## src/rtl/cpu_pkg.sv

```systemverilog
// Shared widths and the fetch FSM state type for the fetch stage and the control decoder.
package cpu_pkg;

  localparam int OPCODE_W = 7;
  localparam int K_W      = 8;
  localparam int PC_W     = 8;
  localparam int INSTR_W  = 15;

  typedef enum logic [1:0] {
    IDLE  = 2'd0,
    FETCH = 2'd1,
    HOLD  = 2'd2
  } fetch_state_t;

  // Sequential successor; 8'hFF wraps to 8'h00 by width truncation.
  function automatic logic [PC_W-1:0] pc_next_seq(input logic [PC_W-1:0] cur);
    return cur + 1'b1;
  endfunction

endpackage

```

## src/rtl/pc_counter.sv

```systemverilog
// Fetch program counter: load (jump), increment with 8-bit wrap, async reset to RESET_VAL.
module pc_counter
  import cpu_pkg::*;
#(
  parameter logic [PC_W-1:0] RESET_VAL = '0
) (
  input  logic            clk,
  input  logic            reset,
  input  logic            load,
  input  logic            inc,
  input  logic [PC_W-1:0] load_val,
  output logic [PC_W-1:0] value
);

  always_ff @(posedge clk or posedge reset) begin
    if (reset) begin
      value <= RESET_VAL;
    end else if (load) begin
      value <= load_val;
    end else if (inc) begin
      value <= pc_next_seq(value);
    end
  end

endmodule

```

## src/rtl/fetch_stage.sv

```systemverilog
// Instruction fetch stage with ack watchdog; define FETCH_PREFETCH_EN to add a one-entry
// prefetch buffer that keeps instr_valid continuous on sequential flow.
//
// state | meaning
// IDLE  | after reset, no request outstanding
// FETCH | imem_req high for fetch_pc, waiting for imem_ack
// HOLD  | opcode/k/pc valid, waiting for exec_ready
module fetch_stage
  import cpu_pkg::*;
#(
  parameter logic [PC_W-1:0] RESET_PC     = 8'h00,
  parameter int              IMEM_LAT_MAX = 15
) (
  input  logic                clk,
  input  logic                reset,
  output logic                imem_req,
  output logic [PC_W-1:0]     imem_addr,
  input  logic                imem_ack,
  input  logic [INSTR_W-1:0]  imem_data,
  output logic [OPCODE_W-1:0] opcode,
  output logic [K_W-1:0]      k,
  output logic                instr_valid,
  input  logic                exec_ready,
  input  logic                LP,
  output logic [PC_W-1:0]     pc,
  output logic                imem_timeout
);

  fetch_state_t    state, state_next;
  logic [PC_W-1:0] fetch_pc;
  logic            accept;
  logic            fetch_ack;
  logic            pc_load;
  logic            pc_inc;

  assign accept  = instr_valid & exec_ready;
  assign pc_load = accept & LP;
  assign pc_inc  = accept & ~LP;

`ifdef FETCH_PREFETCH_EN
  logic                pf_valid;
  logic                pf_discard;
  logic                pf_ack;
  logic [OPCODE_W-1:0] pf_opcode;
  logic [K_W-1:0]      pf_k;

  assign pf_ack    = (state == HOLD) & ~pf_valid & imem_ack;
  assign fetch_ack = (state == FETCH) & ~pf_discard & imem_ack;
`else
  assign fetch_ack = (state == FETCH) & imem_ack;
`endif

  // fetch_pc mirrors pc while in HOLD, so its increment equals pc+1 on sequential accept.
  pc_counter #(
    .RESET_VAL(RESET_PC)
  ) u_fetch_pc (
    .clk      (clk),
    .reset    (reset),
    .load     (pc_load),
    .inc      (pc_inc),
    .load_val (k),
    .value    (fetch_pc)
  );

  always_ff @(posedge clk or posedge reset) begin
    if (reset) begin
      state <= IDLE;
    end else begin
      state <= state_next;
    end
  end

  always_comb begin
    state_next = state;
    unique case (state)
      IDLE:  state_next = FETCH;
      FETCH: if (fetch_ack) state_next = HOLD;
      HOLD: begin
        if (accept) begin
`ifdef FETCH_PREFETCH_EN
          if (LP || !(pf_valid || pf_ack)) state_next = FETCH;
`else
          state_next = FETCH;
`endif
        end
      end
      default: state_next = IDLE;
    endcase
  end

  always_comb begin
    imem_req  = 1'b0;
    imem_addr = fetch_pc;
`ifdef FETCH_PREFETCH_EN
    // While a discarded prefetch is still owed an ack, the new request waits.
    if (state == FETCH && !pf_discard) imem_req = 1'b1;
    if (state == HOLD && !pf_valid) begin
      imem_req  = 1'b1;
      imem_addr = pc_next_seq(pc);
    end
`else
    if (state == FETCH) imem_req = 1'b1;
`endif
  end

  always_ff @(posedge clk or posedge reset) begin
    if (reset) begin
      opcode      <= '0;
      k           <= '0;
      pc          <= RESET_PC;
      instr_valid <= 1'b0;
    end else if (fetch_ack) begin
      opcode      <= imem_data[INSTR_W-1 -: OPCODE_W];
      k           <= imem_data[K_W-1:0];
      pc          <= fetch_pc;
      instr_valid <= 1'b1;
    end else if (accept) begin
`ifdef FETCH_PREFETCH_EN
      if (!LP && pf_valid) begin
        opcode <= pf_opcode;
        k      <= pf_k;
        pc     <= pc_next_seq(pc);
      end else if (!LP && pf_ack) begin
        opcode <= imem_data[INSTR_W-1 -: OPCODE_W];
        k      <= imem_data[K_W-1:0];
        pc     <= pc_next_seq(pc);
      end else begin
        instr_valid <= 1'b0;
      end
`else
      instr_valid <= 1'b0;
`endif
    end
  end

`ifdef FETCH_PREFETCH_EN
  always_ff @(posedge clk or posedge reset) begin
    if (reset) begin
      pf_valid   <= 1'b0;
      pf_discard <= 1'b0;
      pf_opcode  <= '0;
      pf_k       <= '0;
    end else begin
      if (pf_ack) begin
        pf_opcode <= imem_data[INSTR_W-1 -: OPCODE_W];
        pf_k      <= imem_data[K_W-1:0];
      end
      if (accept) begin
        pf_valid <= 1'b0;
      end else if (pf_ack) begin
        pf_valid <= 1'b1;
      end
      // A jump that lands while the prefetch is in flight owes the memory one ack to drop.
      if (accept && LP && state == HOLD && !pf_valid && !imem_ack) begin
        pf_discard <= 1'b1;
      end else if (state == FETCH && pf_discard && imem_ack) begin
        pf_discard <= 1'b0;
      end
    end
  end
`endif

  generate
    if (IMEM_LAT_MAX > 0) begin : g_wd
      localparam int WD_W = $clog2(IMEM_LAT_MAX + 1);
      logic [WD_W-1:0] wd_cnt;
      logic            wd_run;

      assign wd_run = (state == FETCH) & imem_req;

      always_ff @(posedge clk or posedge reset) begin
        if (reset) begin
          wd_cnt       <= '0;
          imem_timeout <= 1'b0;
        end else if (!wd_run || imem_ack) begin
          wd_cnt <= '0;
        end else if (wd_cnt != WD_W'(IMEM_LAT_MAX)) begin
          wd_cnt <= wd_cnt + 1'b1;
          if (wd_cnt == WD_W'(IMEM_LAT_MAX - 1)) imem_timeout <= 1'b1;
        end
      end
    end else begin : g_no_wd
      assign imem_timeout = 1'b0;
    end
  endgenerate

endmodule

```

## config.mk

```make
export PLATFORM = sky130hd
export DESIGN_NAME = fetch_stage
export DESIGN_NICKNAME = d
export VERILOG_FILES = /design/src/rtl/cpu_pkg.sv /design/src/rtl/pc_counter.sv /design/src/rtl/fetch_stage.sv
export SDC_FILE = /design/constraint.sdc
export NUM_CORES = 1
export LEC_CHECK = 0
export BUFFER_PORTS_ARGS = -buffer_cell sky130_fd_sc_hd__buf_2
export CAP_MARGIN = 20
export CORE_ASPECT_RATIO = 1.75
export CORE_UTILIZATION = 52
export CTS_BUF_LIST = sky130_fd_sc_hd__clkbuf_8
export CTS_CLUSTER_SIZE = 14
export DETAILED_ROUTE_END_ITERATION = 10
export PLACE_DENSITY = 0.81
export SYNTH_ARGS = -nofsm -noshare
export SYNTH_HDL_FRONTEND = slang
export SYNTH_SLANG_ARGS = --single-unit
```

## constraint.sdc

```tcl
create_clock -name clk -period 1.85 [get_ports clk]
set_clock_uncertainty 0.1 [all_clocks]
set_input_delay 0.185 -clock clk [delete_from_list [all_inputs] [get_ports clk]]
set_output_delay 0.185 -clock clk [all_outputs]
set_load 0.005 [all_outputs]
```

==> impl_metrics.env, run 1 <==
export IMPL_run_status="completed"
export IMPL_power_per_cell_area_nw_per_um2=1530
export IMPL_synthAdderAreaFrac_pct=2.17
export IMPL_die_area_sq_um=3570
export IMPL_rrSetupSlack_ps=340
export IMPL_reg2reg_to="u_fetch_pc.value[6]$_DFFE_PP0P_"
export IMPL_synth_cell_type_count=38
export IMPL_hold_slack_ps=27.6
export IMPL_clock_root_buffer="clkbuf_8"
export IMPL_muxShareOfSynthArea_pct=16.1
export IMPL_max_stage_delay_ps=450
export IMPL_wl_met3_um=150
export IMPL_top_layer="met4"
export IMPL_cts_repair_resized=0
export IMPL_vias=1322
export IMPL_crit_chain="ha_1 -> and3_2 -> a311oi_1 -> a211oi_1"
export IMPL_setup_viol=0
export IMPL_gp_congestion=0.880
export IMPL_wl_met1_mm=1.31
export IMPL_yosys_warnings=0
export IMPL_initial_core_util_pct=55.1
export IMPL_antenna_found_initial=0
export IMPL_power_frac_comb_pct=34.8
export IMPL_crit_fanout=8
export IMPL_pin_count=54
export IMPL_min_delay_start="imem_data[13]"
export IMPL_fp_row_count=27
export IMPL_cts_buffer_depth=2
export IMPL_synth_cells=141
export IMPL_stdcell_area_sq_um=2150
export IMPL_holdPathEnd="opcode[5]$_DFFE_PP0P_"
export IMPL_dp_worst_setup_slack_ps=340
export IMPL_path_class="reg2reg"
export IMPL_die_h_um=78.3
export IMPL_hold_violations=0
export IMPL_route_detailed_drc=0
export IMPL_synth_simple_area_share_pct=13.1
export IMPL_grt_usage_pct=22.4
export IMPL_fin_crit_ps=1510
export IMPL_cts_tree="yes"
export IMPL_mostFrequentLayoutCell="buf_2"
export IMPL_hold_depth=2
export IMPL_dr_first_iter_drc_count=68
export IMPL_end_kind="flop"
export IMPL_crit_slowest_cell="dfrtp_1"
export IMPL_drt_pass1_iterations=4
export IMPL_r2r_cells=4
export IMPL_worstSetupPathDepth=4
export IMPL_max_freq_ghz=0.663
export IMPL_dpl_instance_area_sq_um=2040
export IMPL_avgSynthCellArea_sq_um=12.3
export IMPL_hp_class="in2reg"
export IMPL_relSlewSlack_pct=68.8
export IMPL_grt_overflow=0
export IMPL_drtAntennaViolNets=0
export IMPL_synth_area_sq_um=1730
export IMPL_diodes=0
export IMPL_multi_input_area_sq_um=703
export IMPL_dp_hpwl_mm=2.57
export IMPL_ys_flop_type="dfrtp_1"
export IMPL_worst_slack_ps=342
export IMPL_crit_arrival_ps=1560
export IMPL_ir_drop_mv=0.885
export IMPL_synth_async_reset_ratio_pct=100
export IMPL_area_delta_synth_final_pct=24.3
export IMPL_critical_path_required_ps=1900
export IMPL_drive_above_1_share_pct=45.0
export IMPL_synth_edf_count=0
export IMPL_wire_per_inst_um=14.4
export IMPL_worst_slew_pin_slew_ps=468
export IMPL_synth_largest_area_cell="dfrtp_1"
export IMPL_regArea_sq_um=976
export IMPL_synth_top_area_share_pct=56.4
export IMPL_wl_met2_mm=1.97
export IMPL_slew_viol_final=0
export IMPL_rsz0062_at_grt="no"
export IMPL_viasPerCell=5.44
export IMPL_nets=222
export IMPL_synth_top_family_by_area="multiplexers"
export IMPL_fillers=263
export IMPL_io_buffers=53
export IMPL_maxCapViolations=0
export IMPL_clkLatencyLatePin_ps=290
export IMPL_routed_wl_mm=3.50
export IMPL_path_clk_slew_ps=70
export IMPL_synth_compound_area_share_pct=8.75
export IMPL_p_switching_uw=1090
export IMPL_final_cell_mix="53 x buf_2, 39 x dfrtp_1, 23 x mux2_2, 10 x nor2_1"
export IMPL_synthXorXnorAreaFrac_pct=0.506
export IMPL_ys_top_cells_by_area="dfrtp_1 56%, mux2_2 15%, ha_1 2.2%, nor2_1 2.2%, o21ai_0 2.0%"
export IMPL_switching_share_pct=33.0
export IMPL_start_kind="flop"
export IMPL_cts_setup_buffers=0
export IMPL_setup_tns_final_ps=0
export IMPL_crit_reg2reg_launch="u_fetch_pc.value[0]$_DFFE_PP0P_"
export IMPL_finalPower_uw=3300
export IMPL_tritoncts_num_buffers=5
export IMPL_grt_pass1_wl_mm=5.78
export IMPL_cts_sinks=39
export IMPL_p_clk_share_pct=18.6
export IMPL_cts_htree_levels=2
export IMPL_grt_pass1_vias=1361
export IMPL_fp_dieW_um=45.6
export IMPL_cts_hold_buf=1
export IMPL_ys_seq_elements=39
export IMPL_sequentialPowerShare_pct=46.6
export IMPL_grt_max_degree=40
export IMPL_period_share_pct=81.5
export IMPL_cp_top_family="flip-flops"
export IMPL_synth_nets=164
export IMPL_seq_area_frac_synth_pct=56.4
export IMPL_internal_power_uw=2210
export IMPL_core_area_sq_um=3140
export IMPL_leakage_uw=0.00104
export IMPL_critPathBufInv=0
==> power by group through the flow <==
stage	logic [uW]	clock network, uW	registers, uW
after floorplan	647	0	1530
after global placement	1120	0	1530
after detailed placement	1160	0	1550
after CTS	1170	631	1540
after global routing	1280	673	1600
final	1150	613	1540
==> synth_stat cells (2+ instances only) <==
library cell and n:
nand2_1 7, nand2b_1 2, a21oi_1 5, buf_2 2, mux2i_1 2, inv_1 4
and4_1 2, nand4b_1 2, o21ai_0 7, ha_1 3, nor2_1 10, buf_6 2
dfrtp_1 39, mux2_2 23, nand3_1 6, a211oi_1 3
==> flip-flops by register name (all words and copies together) (netlist names) <==
signal and count:
state 2, pc 8, g_wd.wd_cnt 4, imem_timeout 1
opcode 7, k 8, instr_valid 1, u_fetch_pc.value 8
==> metal layers <==
layer	vias up	global-route usage [%]
met5	-	0
met4	0	12.4
met3	8	6.21
met2	35	38.0
met1	652	23.4
li1	627	-
==> final cells by class <==
| class | count | area share, % |
|---|---|---|
| Clock buffer | 7 | 4.48 |
| Clock inverter | 1 | 0.175 |
| Sequential cell | 39 | 45.4 |
| Timing Repair Buffer | 56 | 14.1 |
| Tap cell | 43 | 2.50 |
| Multi-Input combinational cell | 93 | 32.7 |
| Inverter | 4 | 0.698 |
==> cell families (layout without fill, tap and decap cells) <==
logic type | count (synthesis) | in the layout
AOI/OAI and AO/OA | 24 | 24
xor gates and xnor gates | 1 | 1
adders and majority gates | 3 | 3
buffers and inverters | 9 | 68
DFF | 39 | 39
muxes | 25 | 25
and+or+nand+nor | 40 | 40
==> worst max-delay path by stage <==
stage / slack, ps / start / to
3_3_place_gp: 400 / u_fetch_pc.value[0]$_DFFE_PP0P_ / u_fetch_pc.value[6]$_DFFE_PP0P_
2_1_floorplan: 410 / u_fetch_pc.value[0]$_DFFE_PP0P_ / u_fetch_pc.value[6]$_DFFE_PP0P_
3_5_place_dp: 340 / u_fetch_pc.value[0]$_DFFE_PP0P_ / u_fetch_pc.value[6]$_DFFE_PP0P_
6_report: 340 / u_fetch_pc.value[0]$_DFFE_PP0P_ / u_fetch_pc.value[6]$_DFFE_PP0P_
4_1_cts: 320 / u_fetch_pc.value[0]$_DFFE_PP0P_ / u_fetch_pc.value[6]$_DFFE_PP0P_
5_1_grt: 200 / u_fetch_pc.value[0]$_DFFE_PP0P_ / u_fetch_pc.value[6]$_DFFE_PP0P_
==> through the flow <==
stage          util (%)  std cells
2_1_floorplan         -        141
3_3_place_gp       65.0        234
6_report           68.5        243
4_1_cts            68.5        243
5_1_grt            68.5        243
3_5_place_dp       65.0        234
No activity file was read; power rests on OpenSTA's default activity.
==> run 2, diff against run 1 <==
==> constraint.sdc (replaced) <==
create_clock -name clk -period 1.5 [get_ports clk]
set_clock_uncertainty 0.1 [all_clocks]
set_input_delay 0.15 -clock clk [delete_from_list [all_inputs] [get_ports clk]]
set_output_delay 0.15 -clock clk [all_outputs]
set_load 0.005 [all_outputs]
==> run 2 against run 1 <==
Net effect: total power up 28%; cell area increased by 9.5%; first-iteration DRC count is 56% lower; setup slack worse by 300 ps; critical path type unchanged.
==> impl_metrics.env, run 2 (synthesis gave the netlist of run 1 again) <==
export IMPL_die_area_sq_um=3570
export IMPL_die_h_um=78.3
export IMPL_ir_drop_mv=1.08
export IMPL_initial_core_util_pct=55.1
export IMPL_mostFrequentLayoutCell="buf_2"
export IMPL_hp_class="in2reg"
export IMPL_fp_row_count=27
export IMPL_holdPathEnd="k[7]$_DFFE_PP0P_"
export IMPL_max_freq_ghz=0.684
export IMPL_fillers=224
export IMPL_crit_arrival_ps=1530
export IMPL_path_clk_slew_ps=70
export IMPL_min_delay_start="imem_data[7]"
export IMPL_nets=244
export IMPL_dp_hpwl_mm=2.82
export IMPL_fp_dieW_um=45.6
export IMPL_tritoncts_num_buffers=5
export IMPL_wire_per_inst_um=15.5
export IMPL_hold_violations=0
export IMPL_setup_tns_final_ps=0
export IMPL_layout_cells_non_filler=264
export IMPL_worst_slew_pin_slew_ps=482
export IMPL_gp_congestion=0.893
export IMPL_r2r_cells=4
export IMPL_power_per_cell_area_nw_per_um2=1800
export IMPL_max_stage_delay_ps=400
export IMPL_dr_first_iter_drc_count=30
export IMPL_route_detailed_drc=0
export IMPL_start_kind="flop"
export IMPL_drive_above_1_share_pct=46.6
export IMPL_period_share_pct=97.5
export IMPL_crit_reg2reg_launch="state[0]$_DFFE_PP0P_"
export IMPL_drt_pass1_iterations=4
export IMPL_drtAntennaViolNets=0
export IMPL_cts_buffer_depth=2
export IMPL_grt_usage_pct=25.6
export IMPL_grt_overflow=0
export IMPL_crit_slowest_cell="dfrtp_1"
export IMPL_maxCapViolations=0
export IMPL_stdcell_area_sq_um=2350
export IMPL_regArea_sq_um=978
export IMPL_routed_wl_mm=4.10
export IMPL_cts_sinks=39
export IMPL_rrSetupSlack_ps=40
export IMPL_grt_pass1_wl_mm=6.62
export IMPL_rsz0062_at_grt="yes"
export IMPL_slew_viol_final=0
export IMPL_pin_count=54
export IMPL_vias=1436
export IMPL_grt_max_degree=40
export IMPL_path_class="reg2reg"
export IMPL_hold_depth=2
export IMPL_crit_chain="and2b_1 -> nand2_2 -> buf_12 -> mux2_2"
export IMPL_clock_root_buffer="clkbuf_8"
export IMPL_io_buffers=53
export IMPL_cts_tree="yes"
export IMPL_viasPerCell=5.44
export IMPL_fin_crit_ps=1460
export IMPL_area_delta_synth_final_pct=36.1
export IMPL_final_cell_mix="53 x buf_2, 37 x dfrtp_1, 23 x mux2_2, 15 x dlygate4sd3_1, 10 x nor2_1"
export IMPL_setup_viol=0
export IMPL_core_area_sq_um=3140
export IMPL_grt_pass1_vias=1451
export IMPL_run_status="completed"
export IMPL_reg2reg_to="k[3]$_DFFE_PP0P_"
export IMPL_utilization_pct=75.0
export IMPL_clkLatencyLatePin_ps=290
export IMPL_dpl_instance_area_sq_um=2090
export IMPL_end_kind="flop"
export IMPL_hold_slack_ps=2.08
export IMPL_critical_path_required_ps=1570
export IMPL_largestRegisters="k: 8 flops, pc: 8 flops, u_fetch_pc.value: 8 flops"
export IMPL_relSlewSlack_pct=67.8
export IMPL_leakage_uw=0.00113
export IMPL_crit_fanout=25
export IMPL_dp_cells=241
export IMPL_diodes=0
export IMPL_multi_input_area_sq_um=717
export IMPL_cts_htree_levels=2
export IMPL_antenna_found_initial=0
==> run 2: cell count changes in the layout (fill, tap and decap cells not counted), moves of 2 or more <==
cell / previous run / this run
dlygate4sd3_1: 1 / 15
dfrtp_1: 39 / 37
buf_4: 1 / 9
dfrtp_2: 0 / 2
==> run 2: layer usage <==
layer  wire length [um]  global-route usage, %
met3                188                   6.21
met4                 96                   12.7
met2               2360                   45.3
met1               1460                   26.1
met5                  0                      0
==> run 2: stage by stage <==
stage / total power [uW] / setup slack [ps]
after detailed placement: 3470 / 22.7
after CTS: 4200 / 18.0
after global placement: 3370 / 89.0
final: 4240 / 37.5
after global routing: 4520 / -4.66
after floorplan: 2690 / 64.6
==> run 2: power by group <==
group / leakage, uW / switching [uW] / internal [uW]
clock network: 0.0000470 / 338 / 360
logic: 0.000610 / 728 / 948
registers: 0.000469 / 354 / 1510
total: 0.00113 / 1420 / 2820
==> run 2: repair_timing <==
item                                    CTS  global route
buffers inserted                          0             1
endpoints found under the hold margin    53             0
endpoints found under the setup margin    0             4
hold buffers                             15             0
gates resized for setup                   0             5
==> run 2: worst max path at each step <==
stage	cells after the start	slack (ps)	startpoint	endpoint
6_report	4	40	state[0]$_DFFE_PP0P_	k[3]$_DFFE_PP0P_
5_1_grt	4	-5	state[1]$_DFFE_PP0P_	k[3]$_DFFE_PP0P_
4_1_cts	4	20	u_fetch_pc.value[1]$_DFFE_PP0P_	u_fetch_pc.value[6]$_DFFE_PP0P_
3_5_place_dp	4	20	u_fetch_pc.value[1]$_DFFE_PP0P_	u_fetch_pc.value[6]$_DFFE_PP0P_
3_3_place_gp	4	90	u_fetch_pc.value[1]$_DFFE_PP0P_	u_fetch_pc.value[6]$_DFFE_PP0P_
2_1_floorplan	4	60	u_fetch_pc.value[0]$_DFFE_PP0P_	u_fetch_pc.value[6]$_DFFE_PP0P_
==> run 2: layout make-up <==
cell class              instances  area share (%)
multi-input cells              93            30.4
repair buffers                 78            21.4
clock buffers                   6            3.51
flip-flops and latches         39            41.6
well taps                      43            2.28
inverters                       4           0.638
clock inverters                 1           0.213
==> run 2: worst max-delay path: cells and delay by family, from the launching register on <==
kind                   cells  cell delay (ps)
DFF                        1              400
buffers and inverters      1              180
and+or+nand+nor            2              290
muxes                      1              370
